`src/rtl/turn_sequencer_if.sv`:
```
// Turn-sequencer bus: debounced game requests in, turn status and pulses out.
interface turn_sequencer_if #(
  parameter int unsigned NUM_PLAYERS = 2,
  parameter int unsigned MAX_TURNS   = 9
) ();
  localparam int unsigned PW = $clog2(NUM_PLAYERS);
  localparam int unsigned TW = $clog2(MAX_TURNS + 1);

  logic          select;
  logic          cell_free;
  logic          game_over;
  logic          new_game;
  logic [PW-1:0] cur_player;
  logic [TW-1:0] turn_count;
  logic          move_accept;
  logic          move_reject;
  logic          timeout;
  logic          halted;
  logic          board_full;

  // Request side: debouncers, cell decoder and board logic.
  modport master (
    output select, cell_free, game_over, new_game,
    input  cur_player, turn_count, move_accept, move_reject, timeout, halted, board_full
  );

  // Sequencer side.
  modport slave (
    input  select, cell_free, game_over, new_game,
    output cur_player, turn_count, move_accept, move_reject, timeout, halted, board_full
  );
endinterface

```
`src/rtl/turn_sequencer.sv`:
```
// N-player turn controller: edge-detected select, move validation, idle-turn
// timeout, turn counting with board-full halt, and rotating new-game starter.
module turn_sequencer #(
  parameter int unsigned NUM_PLAYERS    = 2,
  parameter int unsigned FIRST_PLAYER   = 0,
  parameter int unsigned MAX_TURNS      = 9,
  parameter int unsigned TIMEOUT_CYCLES = 0
) (
  input  logic              clk,
  input  logic              reset,
  turn_sequencer_if.slave   bus
);
  localparam int unsigned PW      = $clog2(NUM_PLAYERS);
  localparam int unsigned TW      = $clog2(MAX_TURNS + 1);
  // Timer keeps one bit when timeout is disabled so the logic stays well formed.
  localparam int unsigned CW      = (TIMEOUT_CYCLES > 0) ? $clog2(TIMEOUT_CYCLES + 1) : 1;
  localparam int unsigned TO_LAST = (TIMEOUT_CYCLES > 0) ? TIMEOUT_CYCLES - 1 : 0;

  typedef enum logic {
    PLAY,
    HALT
  } state_t;

  state_t        state_q, state_d;
  logic          select_q, select_d;
  logic [PW-1:0] cur_q, cur_d;
  logic [PW-1:0] starter_q, starter_d;
  logic [TW-1:0] cnt_q, cnt_d;
  logic [CW-1:0] timer_q, timer_d;
  logic          full_q, full_d;
  logic          accept_q, accept_d;
  logic          reject_q, reject_d;
  logic          timeout_q, timeout_d;
  logic          sel_edge;
  logic [TW-1:0] cnt_inc;

  function automatic logic [PW-1:0] next_player(input logic [PW-1:0] p);
    return (p == PW'(NUM_PLAYERS - 1)) ? '0 : p + PW'(1);
  endfunction

  // State and output registers; select history resets high so a held select never fires.
  always_ff @(posedge clk or posedge reset) begin
    if (reset) begin
      state_q   <= PLAY;
      select_q  <= 1'b1;
      cur_q     <= PW'(FIRST_PLAYER);
      starter_q <= PW'(FIRST_PLAYER);
      cnt_q     <= '0;
      timer_q   <= '0;
      full_q    <= 1'b0;
      accept_q  <= 1'b0;
      reject_q  <= 1'b0;
      timeout_q <= 1'b0;
    end else begin
      state_q   <= state_d;
      select_q  <= select_d;
      cur_q     <= cur_d;
      starter_q <= starter_d;
      cnt_q     <= cnt_d;
      timer_q   <= timer_d;
      full_q    <= full_d;
      accept_q  <= accept_d;
      reject_q  <= reject_d;
      timeout_q <= timeout_d;
    end
  end

  // Next-state logic: new_game > game_over > accept > reject > timeout > timer tick.
  always_comb begin
    state_d   = state_q;
    select_d  = bus.select;
    cur_d     = cur_q;
    starter_d = starter_q;
    cnt_d     = cnt_q;
    timer_d   = timer_q;
    full_d    = full_q;
    accept_d  = 1'b0;
    reject_d  = 1'b0;
    timeout_d = 1'b0;
    sel_edge  = bus.select & ~select_q;
    cnt_inc   = cnt_q + TW'(1);

    if (bus.new_game) begin
      starter_d = next_player(starter_q);
      cur_d     = next_player(starter_q);
      cnt_d     = '0;
      timer_d   = '0;
      full_d    = 1'b0;
      state_d   = PLAY;
    end else if (state_q == PLAY) begin
      if (bus.game_over) begin
        state_d = HALT;
      end else if (sel_edge && bus.cell_free) begin
        accept_d = 1'b1;
        cnt_d    = cnt_inc;
        timer_d  = '0;
        // The final move halts the game and leaves the last mover as cur_player.
        if (cnt_inc == TW'(MAX_TURNS)) begin
          state_d = HALT;
          full_d  = 1'b1;
        end else begin
          cur_d = next_player(cur_q);
        end
      end else if (sel_edge) begin
        reject_d = 1'b1;
      end else if (TIMEOUT_CYCLES > 0) begin
        if (timer_q == CW'(TO_LAST)) begin
          timeout_d = 1'b1;
          cur_d     = next_player(cur_q);
          timer_d   = '0;
        end else begin
          timer_d = timer_q + CW'(1);
        end
      end
    end
  end

  assign bus.cur_player  = cur_q;
  assign bus.turn_count  = cnt_q;
  assign bus.move_accept = accept_q;
  assign bus.move_reject = reject_q;
  assign bus.timeout     = timeout_q;
  assign bus.halted      = (state_q == HALT);
  assign bus.board_full  = full_q;
endmodule

```
`src/flat_wrapper.sv`:
```
// flat-port wrapper written by rule: the top's interface ports become plain ports
module turn_sequencer_flat 
#(
  parameter int unsigned NUM_PLAYERS    = 2,
  parameter int unsigned FIRST_PLAYER   = 0,
  parameter int unsigned MAX_TURNS      = 9,
  parameter int unsigned TIMEOUT_CYCLES = 0
)
  (clk, reset, bus_select, bus_cell_free, bus_game_over, bus_new_game, bus_cur_player, bus_turn_count, bus_move_accept, bus_move_reject, bus_timeout, bus_halted, bus_board_full);
  turn_sequencer_if #(.NUM_PLAYERS(NUM_PLAYERS), .MAX_TURNS(MAX_TURNS)) bus_i ();
  input  logic clk;
  input  logic reset;
  input wire logic [$bits(bus_i.select)-1:0] bus_select;
  input wire logic [$bits(bus_i.cell_free)-1:0] bus_cell_free;
  input wire logic [$bits(bus_i.game_over)-1:0] bus_game_over;
  input wire logic [$bits(bus_i.new_game)-1:0] bus_new_game;
  output wire logic [$bits(bus_i.cur_player)-1:0] bus_cur_player;
  output wire logic [$bits(bus_i.turn_count)-1:0] bus_turn_count;
  output wire logic [$bits(bus_i.move_accept)-1:0] bus_move_accept;
  output wire logic [$bits(bus_i.move_reject)-1:0] bus_move_reject;
  output wire logic [$bits(bus_i.timeout)-1:0] bus_timeout;
  output wire logic [$bits(bus_i.halted)-1:0] bus_halted;
  output wire logic [$bits(bus_i.board_full)-1:0] bus_board_full;
  assign bus_i.select = bus_select;
  assign bus_i.cell_free = bus_cell_free;
  assign bus_i.game_over = bus_game_over;
  assign bus_i.new_game = bus_new_game;
  assign bus_cur_player = bus_i.cur_player;
  assign bus_turn_count = bus_i.turn_count;
  assign bus_move_accept = bus_i.move_accept;
  assign bus_move_reject = bus_i.move_reject;
  assign bus_timeout = bus_i.timeout;
  assign bus_halted = bus_i.halted;
  assign bus_board_full = bus_i.board_full;
  turn_sequencer #(.NUM_PLAYERS(NUM_PLAYERS), .FIRST_PLAYER(FIRST_PLAYER), .MAX_TURNS(MAX_TURNS), .TIMEOUT_CYCLES(TIMEOUT_CYCLES)) u_core (.clk(clk), .reset(reset), .bus(bus_i));
endmodule
```
`config.mk`:
```
export PLATFORM = sky130hd
export DESIGN_NAME = turn_sequencer_flat
export DESIGN_NICKNAME = d
export VERILOG_FILES = /design/src/rtl/turn_sequencer_if.sv /design/src/rtl/turn_sequencer.sv /design/src/flat_wrapper.sv
export SDC_FILE = /design/constraint.sdc
export NUM_CORES = 1
export LEC_CHECK = 0
export ABC_AREA = 1
export CORE_AREA = 5 5 42 44
export CTS_BUF_LIST = sky130_fd_sc_hd__clkbuf_2 sky130_fd_sc_hd__clkbuf_4 sky130_fd_sc_hd__clkbuf_8
export CTS_CLUSTER_SIZE = 30
export DETAILED_ROUTE_END_ITERATION = 7
export DIE_AREA = 0 0 47 49
export GPL_TIMING_DRIVEN = 0
export HOLD_SLACK_MARGIN = 0.02
export PLACE_DENSITY_LB_ADDON = 0.15
export SLEW_MARGIN = 20
export SYNTH_ARGS = -nofsm -noshare
export SYNTH_HDL_FRONTEND = slang
export SYNTH_SLANG_ARGS = --single-unit
export TNS_END_PERCENT = 50
```
`constraint.sdc`:
```
create_clock -name clk -period 3.21 [get_ports clk]
set_input_delay 0.8025 -clock clk [delete_from_list [all_inputs] [get_ports clk]]
set_output_delay 0.8025 -clock clk [all_outputs]
set_load 0.005 [all_outputs]
```
# Word-level counts from Yosys, hierarchy flattened
# Cells that the tools add are included.
# word_totals
memories	0
word_cells	53
mem_bits_rw	0
reg_bits	11
latch_bits	0
mem_bits_ro	0
output_inout_bits	10
# op_classes
n_div	0
mul	0
muxes	30
bitwise_logic	2
addsub	3
n_reduce_logical	6
magnitude_cmp	0
eq_ne	4
shifts	0
# op_table
cell	n
$mux W1	26
$mux W4	4
$reduce_and A4 Y1	2
$add A4 B1 Y4 const B	1
$eq A4 B4 Y1 const B	1
$ne A2 B2 Y1 const B	2
$reduce_bool A2 Y1	2
$reduce_and A3 Y1	1
$add A1 B1 Y1 const B	2
$ne A2 B1 Y1 const B	1
$and A1 B1 Y1	1
$logic_and A1 B1 Y1	1
$not A1 Y1	1

# Longest topological paths before layout
# depth
word_depth	7
ltp_mapped	9
mapped_depth_nobuf	9

# Least setup slack after synthesis
# No wires, ideal clock.
# synth_timing
path_kind	in2reg
startpoint	input bus_game_over
endpoint	register u_core.cur_q (netlist: u_core.bus.cur_player)
required_time_ns	3.093
path_buffers	0
setup_time_ns	0.117
setup_slack_ns	1.708
path_stages	8
arrival_time_ns	1.385
path_cell_list	nor2_1 -> inv_1 -> nor2_1 -> inv_1 -> nand2_1 -> nand2_1 -> nand2_1 -> nand2_1
# synth_via
elab_chain_cells	2
# synth_lines
element	line_no	source
from (decl)	flat_wrapper.sv:15	input wire logic [$bits(bus_i.game_over)-1:0] bus_game_over;
$ne A2 B1 Y1 (no line)	--	
$reduce_and A4 Y1 (no line)	--	
to (signal assigned)	turn_sequencer.sv:46	cur_q <= PW'(FIRST_PLAYER);
to (signal assigned)	turn_sequencer.sv:57	cur_q <= cur_d;
to (decl)	turn_sequencer.sv:26	logic [PW-1:0] cur_q, cur_d;
# No other way between the ends.
# A chain may end at the register's enable or synchronous reset.

# Worst setup path after layout
# layout_timing
startpoint	register u_core.cnt_q[2] (netlist: u_core.bus.turn_count[2])
endpoint	output bus_turn_count[2]
# layout_rtl
element	line_no	source
from (decl)	turn_sequencer.sv:28	logic [TW-1:0] cnt_q, cnt_d;
from (signal assigned)	turn_sequencer.sv:59	cnt_q <= cnt_d;
to (decl)	flat_wrapper.sv:18	output wire logic [$bits(bus_i.turn_count)-1:0] bus_turn_count;
# No word-level cell between the ends.

==> metrics.cfg <==
[run_status]
status=completed

[layout]
nFillCells=137
fin_area_um2=709.4
stdcell_count=96
finish.utilization=0.5063
diodes=0
nets=89
area_delta_synth_final_pct=36.63
drive_gt1_frac=0.1000

[synth]
synth_area_per_cell_um2=8.375
syn_area_um2=519.2
ys_types=16
postSynthCellCount=62
yosys_warnings=0
yosysSeqAreaShare=0.5325
synth_seq_cells=11
synth_nets=70

[detailed_routing]
post_drt_wl_per_cell_um=9.875
drc=0
initialDrtViolationCount=1
via_per_inst=4.521
ant_nets=0
via_count=434
wirelength_um=948
drt_first_pass_iters=4

[worst_setup_path]
rrSetupSlack_ps=1910
worstPathArrival_ps=1220
critical_path.cell_chain=clkdlybuf4s50_1
worstSetupStartpointType=flop
cp.required_ps=2410
crit_cells=1
critPathMaxStageDelay_ps=520
rr_worst_depth=7
worst-path-buf-inv=1
crit_type=flop to primary output
path_delay_family=buffers and inverters
crit_slowest_cell=clkdlybuf4s50_1
end_kind=primary output
crit_fanout=5

[clock_network]
post-cts-setup-buffer-count=0
htreeDepth=1
cts.path.max_buffers=2
cts-resized-gates=0
cts_inserted_buffers=3
cts-hold-fix-buffers=0
cts_sinks=11
clkTransAtPathRegs_ps=70
cts_tree=done
clock_latency_ps=280
cts_root_buffer=clkbuf_4

[power]
powerDensity_nw_per_um2=406.4
leakage_nw=0.3419
power_mw=0.2883
vdd_ir_drop_max_mv=0.1916

[floorplanning]
fp-row-count=14
die_y_um=49
ioPinCount=16
initial_core_util=0.3705
core_um2=1401
dieArea_um2=2303
fp.dieW_um=47

[place]
place_congestion=0.7403
dp_cells=92
postPlaceCellArea_um2=679.4
portBuffers=14
dp_hpwl_um=715.4
place_ws_ps=1169

[timing]
holdWs_ps=475.1
fin_ws_ps=1192
final.setup.tns_ps=0
finClkSkew_ps=3.074
rsz0062_at_grt=false
timing.final.hold_violations=0
finalSetupViolations=0
drv_slew=0
max_freq_mhz=495.5
period_share=0.6287
period_needed_ps=2018

[run]
max_cap_viol_count=0

[global_route]
grt_overflow=0
grt_max_degree=12
antenna_found_initial=0
grtUsageTotal=0.09694
grt_pass1_wl_um=1566
grt_pass1_vias=362

[hold_path]
holdPathStages=2
hold_class=flop to flop

tightest hold or removal path, stage by stage, from the launching register on:
cell,delay (ps)
dfrtp_1,340
nand2_1,50
nand2_1,60
where the power goes:
group          switching, mW  internal, mW  total, mW
clock network         0.0514        0.0567      0.108
registers            0.00307         0.145      0.148
logic                 0.0150        0.0171     0.0321
total                 0.0695         0.219      0.288
cells in the mapped netlist, drive strengths merged:
master	count	area, µm²
buf	1	7.510
conb	1	3.750
dfrtp	10	250.2
dfstp	1	26.28
ha	2	25.02
inv	11	41.29
nand2	18	67.56
nand3	5	25.02
nand4	1	6.260
nor2	4	22.52
nor4	1	6.260
o21ai	5	25.02
o22ai	1	6.260
or2	1	6.260
layout by cell type, fill, tap and decap left out:
cell type,n
ha_1,2
nor4_1,1
inv_1,10
inv_2,1
dfrtp_1,10
buf_4,1
nand2_1,18
o22ai_1,1
clkdlybuf4s50_1,14
clkbuf_4,4
or2_0,1
conb_1,1
nand3_1,5
o21ai_0,5
nand4_1,1
nor2_4,1
nor2_1,3
dfstp_2,1
flip-flops by register name (all words and copies together), names as in the netlist:
| register | cells |
|---|---|
| u_core.starter_q | 1 |
| u_core.bus.halted | 1 |
| u_core.bus.move_accept | 1 |
| u_core.bus.turn_count | 4 |
| u_core.bus.move_reject | 1 |
| u_core.bus.cur_player | 1 |
| u_core.select_q | 1 |
| u_core.bus.board_full | 1 |
layout make-up:
cell class,instances,area [µm²],share of cell area
plain buffers,1,7.507,0.01058
inverters,11,41.29,0.05820
multi-input cells,39,193.9,0.2734
well taps,16,20.02,0.02822
flip-flops and latches,11,276.5,0.3898
repair buffers,14,140.1,0.1975
clock buffers,4,30.03,0.04233
cells by family after synthesis:
family | count (synthesis) | share of synthesized area
buf+inv | 12 | 0.09398
simple gates | 30 | 0.2578
flops | 11 | 0.5325
compound gates | 6 | 0.06024
fa+ha+maj | 2 | 0.04819
other cells | 1 | 0.007222
worst paths after layout:
kind / from / end
max: u_core.bus.turn_count[2] / bus_turn_count[2]
min: u_core.starter_q / u_core.starter_q
max reg2reg: u_core.bus.turn_count[0] / u_core.bus.cur_player
min reg2reg: u_core.starter_q / u_core.starter_q
max in group asynchronous: reset / u_core.select_q
min in group asynchronous: reset / u_core.bus.turn_count[3]
metal layers:
metal / vias to the layer above / global-route usage / wire length (µm)
met3: 4 / 0.02214 / 63
met1: 193 / 0.1438 / 447
met4: 0 / 0.08295 / 30
met2: 9 / 0.1109 / 406
li1: 228 / - / -
met5: - / 0 / 0
(Power assumes the default switching activity.)
==> variant: new RTL, same settings <==
`FIRST_PLAYER` is set to 0 in 2 places; all go to 1.
--- a/src/rtl/turn_sequencer.sv
+++ b/src/rtl/turn_sequencer.sv
@@ -3,5 +3,5 @@
 module turn_sequencer #(
   parameter int unsigned NUM_PLAYERS    = 2,
-  parameter int unsigned FIRST_PLAYER   = 0,
+  parameter int unsigned FIRST_PLAYER   = 1,
   parameter int unsigned MAX_TURNS      = 9,
   parameter int unsigned TIMEOUT_CYCLES = 0
--- a/src/flat_wrapper.sv
+++ b/src/flat_wrapper.sv
@@ -3,5 +3,5 @@
 #(
   parameter int unsigned NUM_PLAYERS    = 2,
-  parameter int unsigned FIRST_PLAYER   = 0,
+  parameter int unsigned FIRST_PLAYER   = 1,
   parameter int unsigned MAX_TURNS      = 9,
   parameter int unsigned TIMEOUT_CYCLES = 0
Function: changed (a bounded check fails within 4 cycles, from zero or initial values and one cycle with reset high).
==> variant against the unedited design <==
  * Power is essentially flat
  * Area after synthesis rose by 0.48%
  * Final area grew 0.35%
  * Global-route usage is 0.75 points higher
  * Sequential cell count did not move
  * Wire length up 6.5%
  * Setup slack lost 92 ps
  * Largest cell class unchanged
==> variant: results (changes against the unedited design) <==
finalCriticalPeriod_ps: 2110  # was 2018 ps
critPathMaxStageDelay_ps: 540  # was 520 ps
netlist_top_cells_area: "dfrtp_1 (38%), dfstp_2 (15%), nand2_1 (13%), inv_1 (7.2%), ha_1 (4.8%)"  # was dfrtp_1 (48%), nand2_1 (13%), inv_1 (7.2%), dfstp_2 (5.1%), ha_1 (4.8%)
fillers: 151  # was 137
synth-compound-area-share: 0.05995  # was 0.06024
post-place-ws_ps: 1148  # was 1169 ps
synth_common_cells: "nand2_1 (18), inv_1 (10), dfrtp_1 (8), nand3_1 (5), o21ai_0 (5)"  # was nand2_1 (18), dfrtp_1 (10), inv_1 (10), nand3_1 (5), o21ai_0 (5)
first_iter_violations: 7  # was 1
track_usage: 0.1045  # was 0.09694
critical_path.top_delay_family: "flip-flops"  # was buffers and inverters
path_max_fanout: 3  # was 5
reg2reg_slack_ps: 1930  # was 1910 ps
crit_path_end: "bus_cur_player"  # was bus_turn_count[2]
ir_drop_uv: 193.3  # was 191.6 µV
status: "finished clean"  # unchanged
seq_area_frac_synth: 0.5348  # was 0.5325
grt_pass1_wl_um: 1704  # was 1566 µm
grt_pass1_vias: 397  # was 362
startpoint: "u_core.bus.cur_player"  # was u_core.bus.turn_count[2]
routed_wl_um: 1010  # was 948 µm
gp_congestion: 0.7438  # was 0.7403
r2r-end: "u_core.bus.cur_player"  # unchanged
placed_area_um2: 681.9  # was 679.4 µm²
cp_slowest_cell: "dfstp_2"  # was clkdlybuf4s50_1
hold_start: "u_core.bus.cur_player"  # was u_core.starter_q
## variant: cell count changes after synthesis, sizes merged
| cell | unedited run | this run |
|---|---|---|
| dfrtp | 10 | 8 |
| dfstp | 1 | 3 |
## variant: logic make-up (layout without fill, tap and decap cells)
kind of cell,Yosys count,in the layout
fa+ha+maj,2,2
compound gates,6,6
other cells,1,1
simple gates,30,30
buf+inv,12,30
flops,11,11
## variant: stage by stage
step	utilization	total power, µW	cells
global route	0.5080	304.3	96
global placement	0.4866	186.4	92
CTS	0.5080	291.0	96
finish	0.5080	288.2	96
detailed placement	0.4866	186.7	92
floorplan	-	168.5	62
## variant: area by class of cell
type                    count  area [µm²]  share of cell area
multi-input cells          39       193.9              0.2724
flip-flops and latches     11       279.0              0.3919
well taps                  16       20.02             0.02812
inverters                  11       41.29             0.05800
repair buffers             14       140.1              0.1968
clock buffers               4       30.03             0.04218
plain buffers               1       7.507             0.01054
## variant: power groups by stage
stage	clock [µW]	sequential, µW	combinational (µW)
2_1_floorplan	0	154	14.6
3_3_place_gp	0	154	32.8
3_5_place_dp	0	154	33.1
4_1_cts	107	151	33.3
5_1_grt	116	152	36.7
6_report	104	151	32.7
## variant: per-layer routing
layer / up-vias / GRT usage / wire length (µm)
li1: 227 / - / -
met1: 201 / 0.1471 / 477
met2: 10 / 0.1312 / 436
met3: 5 / 0.02214 / 59
met4: 0 / 0.08295 / 37
met5: - / 0 / 0
## variant: worst reg2reg max path, stage by stage, from the launching register on
cell	delay, ps
dfrtp_1	430
ha_1	230
nand2_1	70
nand2_1	60
nor2_1	130
nand3_1	130
nand2_1	80
nand2_1	50
nand2_1	50
